[config.mk]
export PLATFORM = sky130hd
export DESIGN_NAME = hdu_multicycle
export DESIGN_NICKNAME = d
export VERILOG_FILES = /design/src/rtl/hdu_pkg.sv /design/src/rtl/hdu_dep_cmp.sv /design/src/rtl/hdu_multicycle.sv
export SDC_FILE = /design/constraint.sdc
export NUM_CORES = 1
export LEC_CHECK = 0
export CAP_MARGIN = 40
export CORE_AREA = 2 2 39 41
export CTS_BUF_LIST = sky130_fd_sc_hd__clkbuf_2 sky130_fd_sc_hd__clkbuf_4 sky130_fd_sc_hd__clkbuf_8
export CTS_CLUSTER_DIAMETER = 60
export DETAILED_ROUTE_END_ITERATION = 10
export DIE_AREA = 0 0 41 43
export PLACE_DENSITY = 0.71
export SETUP_SLACK_MARGIN = 0.5
export SLEW_MARGIN = 20
export SYNTH_ARGS = -nofsm -noshare
export SYNTH_HDL_FRONTEND = slang
export SYNTH_HIERARCHICAL = 1
export SYNTH_SLANG_ARGS = --single-unit
export TNS_END_PERCENT = 1
[constraint.sdc]
create_clock -name clk_i -period 4.4 [get_ports clk_i]
set_input_delay 0.66 -clock clk_i [delete_from_list [all_inputs] [get_ports clk_i]]
set_output_delay 0.66 -clock clk_i [all_outputs]
set_load 0.1 [all_outputs]
[src/rtl/hdu_pkg.sv]
// Shared types and constants for the multi-cycle hazard detection unit.
package hdu_pkg;

   localparam int unsigned HDU_REG_AW = 5;

   typedef enum logic [1:0] {
      HDU_RUN       = 2'd0,
      HDU_LOAD_WAIT = 2'd1,
      HDU_MDU_WAIT  = 2'd2
   } hdu_state_e;

endpackage

[src/rtl/hdu_dep_cmp.sv]
// Load-use dependency comparator: EX load destination against ID sources, x0 filtered.
module hdu_dep_cmp
   import hdu_pkg::*;
#(
   parameter int unsigned REG_AW = HDU_REG_AW
) (
   input  logic              ex_rdwren_i,
   input  logic              ex_mem_rden_i,
   input  logic [REG_AW-1:0] ex_rd_i,
   input  logic [REG_AW-1:0] id_rs1_i,
   input  logic [REG_AW-1:0] id_rs2_i,
   input  logic              id_rs1_used_i,
   input  logic              id_rs2_used_i,
   output logic              hazard_o
);

   logic rd_valid;
   logic rs1_hit;
   logic rs2_hit;

   assign rd_valid = ex_mem_rden_i & ex_rdwren_i & (ex_rd_i != '0);
   assign rs1_hit  = id_rs1_used_i & (id_rs1_i == ex_rd_i);
   assign rs2_hit  = id_rs2_used_i & (id_rs2_i == ex_rd_i);
   assign hazard_o = rd_valid & (rs1_hit | rs2_hit);

endmodule

[src/rtl/hdu_multicycle.sv]
// Pipeline hazard/stall controller: multi-bubble load-use, MDU handshake,
// data-memory freeze and branch-flush priority.
module hdu_multicycle
   import hdu_pkg::*;
#(
   parameter int unsigned REG_AW   = HDU_REG_AW,
   parameter int unsigned LOAD_LAT = 1,
   parameter bit          MDU_EN   = 1'b1
) (
   input  logic              clk_i,
   input  logic              rst_ni,
   input  logic              br_flush_i,
   input  logic              dmem_ready_i,
   input  logic              IDEX_rdwren_i,
   input  logic              IDEX_mem_rden_i,
   input  logic              IDEX_mdu_i,
   input  logic [REG_AW-1:0] IDEX_rd_i,
   input  logic [REG_AW-1:0] IFID_rs1_i,
   input  logic [REG_AW-1:0] IFID_rs2_i,
   input  logic              IFID_rs1_used_i,
   input  logic              IFID_rs2_used_i,
   input  logic              mdu_done_i,
   output logic              IFID_clear_o,
   output logic              IDEX_clear_o,
   output logic              EXMEM_clear_o,
   output logic              pc_wren_o,
   output logic              IFID_wren_o,
   output logic              IDEX_wren_o,
   output logic              EXMEM_wren_o,
   output logic              MEMWB_wren_o,
   output logic              mdu_start_o,
   output logic              mdu_kill_o,
   output logic              stall_o
);

   localparam int unsigned CNT_W = $clog2(LOAD_LAT + 1);

   hdu_state_e       state_q, state_d;
   logic [CNT_W-1:0] cnt_q, cnt_d;
   logic             load_use;

   hdu_dep_cmp #(
      .REG_AW (REG_AW)
   ) u_dep_cmp (
      .ex_rdwren_i   (IDEX_rdwren_i),
      .ex_mem_rden_i (IDEX_mem_rden_i),
      .ex_rd_i       (IDEX_rd_i),
      .id_rs1_i      (IFID_rs1_i),
      .id_rs2_i      (IFID_rs2_i),
      .id_rs1_used_i (IFID_rs1_used_i),
      .id_rs2_used_i (IFID_rs2_used_i),
      .hazard_o      (load_use)
   );

   always_ff @(posedge clk_i) begin
      if (!rst_ni) begin
         state_q <= HDU_RUN;
         cnt_q   <= '0;
      end else begin
         state_q <= state_d;
         cnt_q   <= cnt_d;
      end
   end

   // Next-state and pipeline-control decode, highest priority first.
   always_comb begin
      state_d       = state_q;
      cnt_d         = cnt_q;
      IFID_clear_o  = 1'b0;
      IDEX_clear_o  = 1'b0;
      EXMEM_clear_o = 1'b0;
      pc_wren_o     = 1'b1;
      IFID_wren_o   = 1'b1;
      IDEX_wren_o   = 1'b1;
      EXMEM_wren_o  = 1'b1;
      MEMWB_wren_o  = 1'b1;
      mdu_start_o   = 1'b0;
      mdu_kill_o    = 1'b0;

      if (!rst_ni) begin
         IFID_clear_o  = 1'b1;
         IDEX_clear_o  = 1'b1;
         EXMEM_clear_o = 1'b1;
         state_d       = HDU_RUN;
         cnt_d         = '0;
      end else if (!dmem_ready_i) begin
         pc_wren_o    = 1'b0;
         IFID_wren_o  = 1'b0;
         IDEX_wren_o  = 1'b0;
         EXMEM_wren_o = 1'b0;
         MEMWB_wren_o = 1'b0;
      end else if (br_flush_i) begin
         IFID_clear_o  = 1'b1;
         IDEX_clear_o  = 1'b1;
         EXMEM_clear_o = 1'b1;
         mdu_kill_o    = MDU_EN && (state_q == HDU_MDU_WAIT);
         state_d       = HDU_RUN;
         cnt_d         = '0;
      end else begin
         unique case (state_q)
            HDU_RUN: begin
               if (load_use) begin
                  pc_wren_o    = 1'b0;
                  IFID_wren_o  = 1'b0;
                  IDEX_clear_o = 1'b1;
                  if (LOAD_LAT > 1) begin
                     state_d = HDU_LOAD_WAIT;
                     cnt_d   = CNT_W'(LOAD_LAT - 1);
                  end
               end else if (MDU_EN && IDEX_mdu_i) begin
                  mdu_start_o   = 1'b1;
                  pc_wren_o     = 1'b0;
                  IFID_wren_o   = 1'b0;
                  IDEX_wren_o   = 1'b0;
                  EXMEM_clear_o = 1'b1;
                  state_d       = HDU_MDU_WAIT;
               end
            end
            HDU_LOAD_WAIT: begin
               pc_wren_o    = 1'b0;
               IFID_wren_o  = 1'b0;
               IDEX_clear_o = 1'b1;
               cnt_d        = cnt_q - CNT_W'(1);
               if (cnt_q == CNT_W'(1)) begin
                  state_d = HDU_RUN;
               end
            end
            HDU_MDU_WAIT: begin
               if (mdu_done_i) begin
                  state_d = HDU_RUN;
               end else begin
                  pc_wren_o     = 1'b0;
                  IFID_wren_o   = 1'b0;
                  IDEX_wren_o   = 1'b0;
                  EXMEM_clear_o = 1'b1;
               end
            end
            default: begin
               state_d = HDU_RUN;
               cnt_d   = '0;
            end
         endcase
      end
   end

   assign stall_o = ~pc_wren_o;

endmodule

==> results.md <==
Global route:
- The number of antenna violations at the first check in global routing is 0.
- The pin count of the biggest net entering global routing is 9.
- The sum of overflow across all layers after global routing is 0.
- The number of global-route vias before repair is 370.
- The first global-routing pass estimated 1.42 mm of wire.
- The total track usage is between 10% and 20%.

Final layout:
- Summing all multi-input logic gate instances after layout gives 249 sq um.
- After routing the design area is 658 sq um.
- In the final layout, flip-flops and latches occupy between 20 and 25 sq um.
- Ranked by flip-flop count, first place goes to state_q.
- The number of inserted filler cells in the final layout is between 100 and 150.
- Leaving out fill and tap cells, the most frequent cells in the layout are 26 x sky130_fd_sc_hd__clkdlybuf4s50_1, 9 x sky130_fd_sc_hd__buf_4, 8 x sky130_fd_sc_hd__xor2_1.
- The net count of the finished layout is between 100 and 150.
- The largest registers in the layout are state_q x1.
- The final antenna diode count is 0.
- The area growth from synthesis to layout is 123%.
- The flip-flop count of the largest register, all copies and words added was 1.
- The most common library cell in the layout ignoring fill and taps is sky130_fd_sc_hd__clkdlybuf4s50_1.
- The fraction of layout instances using a drive strength above 1 is between 10% and 20%.

Route:
- The routed layout has between 400 and 500 vias.
- In the final routed layout, each cell accounts on average for 9.91 microns.
- Using the TritonRoute via totals, the vias-per-cell ratio works out to roughly 4.4.
- After detailed routing, the total wire length is roughly 910 microns.
- The first routing iteration left 2 violations.
- The number of remaining DRC errors is 0.
- In this run the remaining antenna-violating nets after routing total 0.
- The iteration count of the initial detailed-routing pass is 4.

Synth:
- The post-synthesis sequential area ratio is between 6 and 7%.
- For this run, the number of Yosys warnings is 6.
- The combined area of all synthesized cells is 295 sq um.
- In this run, synthesis produced a sequential element count of 1.
- The synthesized design contains 0 enable-type register cells.
- The count of different cell masters after synthesis is 23.
- The average cell area after synthesis is 7.20 sq um.
- After synthesis, the share of flip-flops with an asynchronous set or reset is 0%.
- In the synthesized netlist the dominant register cell turns out to be sky130_fd_sc_hd__dfxtp_1.
- Synthesis produced 41 cells.
- Counting every net in the synthesized netlist gives 66.

STA:
- Setup violations remaining at the end of the flow were counted as 0.
- The max-slew headroom at the worst pin is 78.9%.
- The worst-case hold slack is roughly 630 ps.
- The shortest clock period the worst path allows after layout is roughly 3400 ps.
- Setup slack closes at slightly below 1000 ps.
- The number of endpoints with negative hold slack in the final report was 0.
- For the final database, setup skew stands at 0 ps.
- The number of max-slew violations in the final report is 0.
- The highest achievable clock rate is around 300 MHz.
- Adding up every negative setup slack in the final design gives 0 ps.
- After layout, the worst path uses 77.5% of the clock period.
- Setup repair after global routing left no endpoint under its margin.
- The transition time of the tightest slew-check pin is 313 ps.

Clock tree:
- After clock tree synthesis, the setup repair step added 0 buffers.
- The clock latency on the worst-skew pair is 0 ps.
- In this run, post-CTS repair resized a total of 0 instances.
- Clock-pin slew was measured on the worst setup and hold paths at 0 ps.
- Buffers inserted to repair hold after CTS numbered 0.

Pwr:
- Internal power comes to 47.7 uW.
- Net switching is a little under three fifths of the power.
- The power after layout is 110 uW.
- The static leakage is around 0.00027 uW.
- The largest voltage drop on the vdd net is slightly below 0.1 mV.
- Of the total power, combinational logic draws 90.5%.
- Of the total power, the clock network draws 0%.
- The sequential group share of total power is a little under a tenth.
- The switching power summed over all nets is 62.1 uW.
- The power density over the cells is between 150 and 200 mW/mm^2.

Placed design:
- The count of input and output buffers is 35.
- Summed over all nets, the half-perimeter wirelength after detailed placement is around 820 microns.
- The final RePlAce weighted congestion is a little over 0.7.
- The worst-case setup slack after placement is 985 ps.
- After detailed placement, the total cell area comes to about 660 sq um.

Floorplanning:
- The die covers approximately 0.0018 sq mm.
- In this run the core area contains 14 standard-cell rows.
- The floorplan step set the die height to 43 microns.
- The area inside the core boundary is around 0.0014 sq mm.
- The boundary pin count is 36.
- In this run the horizontal extent of the chip is 41 microns.
- For this configuration, the core starts out at a cell density of about a fifth.

Run:
- The tool flagged a number of max-cap violations equal to 0.

Outcome:
- The flow ran to the end, and the final reports show no timing, DRC or antenna violations.

Setup path:
- The data arrival time of the worst path is 2750 ps.
- The depth of the most critical reg-to-reg path is 3.
- The number of buffers and inverters on the critical path is 2.
- The maximum single-stage delay on the critical path is approximately 460 ps.
- Traced cell by cell, the critical path runs through clkdlybuf4s50_1 -> xor2_1 -> nor4_1 -> nand3_1 -> a21oi_1 -> nor3_1 -> a21oi_1 -> o21a_1 -> buf_4.
- The kind of cell adding the most delay to the critical path is buffers and inverters.
- The most numerous cell type found on the critical path is sky130_fd_sc_hd__a21oi_1.
- The critical path crosses 9 cells after its start point.
- STA classifies the critical path endpoint as an output port.
- For the worst setup path, the data required time is 3740 ps.
- The critical path in this run is classified as in -> out.
- The highest fanout seen on the critical path is 4.
- The worst setup path is launched from an input port.
- Following the worst setup path forward leads to its endpoint at stall_o.
- The worst reg-to-reg setup slack is ~3400 ps.
- The worst register-to-register path begins at state_q[1].
- Tracing the worst setup path back leads to its startpoint at IDEX_rd_i[4].
- The largest individual stage delay along the critical path comes from the cell sky130_fd_sc_hd__clkdlybuf4s50_1.
- The end of the worst register-to-register path is state_q[1].

Worst hold path:
- The worst min-delay path category is reg -> reg.
==> metrics by stage <==
stage | instances | util, %
after floorplan | 41 | -
after global placement | 90 | 45.4
after detailed placement | 92 | 47.6
after CTS | 92 | 47.6
after global routing | 92 | 47.6
final | 92 | 47.6
==> power by group through the flow <==
| stage | combinational, uW | clock [uW] | sequential [uW] |
|---|---|---|---|
| 2_1_floorplan | 61.6 | 0 | 10.2 |
| 3_3_place_gp | 96.5 | 0 | 10.4 |
| 4_1_cts | 100 | 0 | 10.4 |
| 6_report | 99.4 | 0 | 10.4 |
| 5_1_grt | 104 | 0 | 10.5 |
| 3_5_place_dp | 99.8 | 0 | 10.4 |
==> synthesized netlist by cell type (2+ instances only) <==
cell                      n  area share [%]
sky130_fd_sc_hd__xor2_1   8              24
sky130_fd_sc_hd__o21ai_0  4             6.8
sky130_fd_sc_hd__a21oi_1  3             5.1
sky130_fd_sc_hd__inv_1    3             3.8
sky130_fd_sc_hd__buf_4    2             5.1
sky130_fd_sc_hd__nand3_1  2             3.4
sky130_fd_sc_hd__nor4_1   2             4.2
sky130_fd_sc_hd__xnor2_1  2             5.9
==> worst register-to-register path: stages, from the launching register on <==
cell and delay (ps):
sky130_fd_sc_hd__dfxtp_1 420, sky130_fd_sc_hd__nor4b_1 80, sky130_fd_sc_hd__and3_2 220, sky130_fd_sc_hd__a31o_2 210
==> worst min path at each step <==
stage | from | to | slack [ps] | cells after the start
2_1_floorplan | state_q[1] | state_q[1] | 580 | 1
3_3_place_gp | state_q[1] | state_q[1] | 620 | 1
3_5_place_dp | state_q[1] | state_q[1] | 620 | 1
4_1_cts | state_q[1] | state_q[1] | 620 | 1
5_1_grt | state_q[1] | state_q[1] | 640 | 1
6_report | state_q[1] | state_q[1] | 630 | 1
==> per-layer routing <==
| metal | routed length [microns] | part of all wire (%) | GRT usage (%) | vias to the layer above |
|---|---|---|---|---|
| li1 | - | - | - | 220 |
| met4 | 0 | 0 | 0 | 0 |
| met5 | 0 | 0 | 0 | - |
| met1 | 379 | 42 | 14.0 | 172 |
| met3 | 62 | 6.8 | 0.524 | 0 |
| met2 | 470 | 52 | 19.1 | 12 |
==> final cells by class <==
| type | count | area share [%] |
|---|---|---|
| Sequential cell | 1 | 3.04 |
| Inverter | 3 | 1.71 |
| Multi-Input combinational cell | 35 | 37.8 |
| Tap cell | 16 | 3.04 |
| Timing Repair Buffer | 37 | 54.4 |
==> logic make-up (layout without fill, tap and decap cells) <==
kind of cell / Yosys count / in the layout / synth area share (%)
AOI/OAI and AO/OA: 11 / 11 / 24.2
buffers and inverters: 5 / 40 / 8.90
and+or+nand+nor: 14 / 14 / 30.5
DFF: 1 / 1 / 6.78
xor gates and xnor gates: 10 / 10 / 29.7
Note: power is estimated with default switching activity, not from simulation.
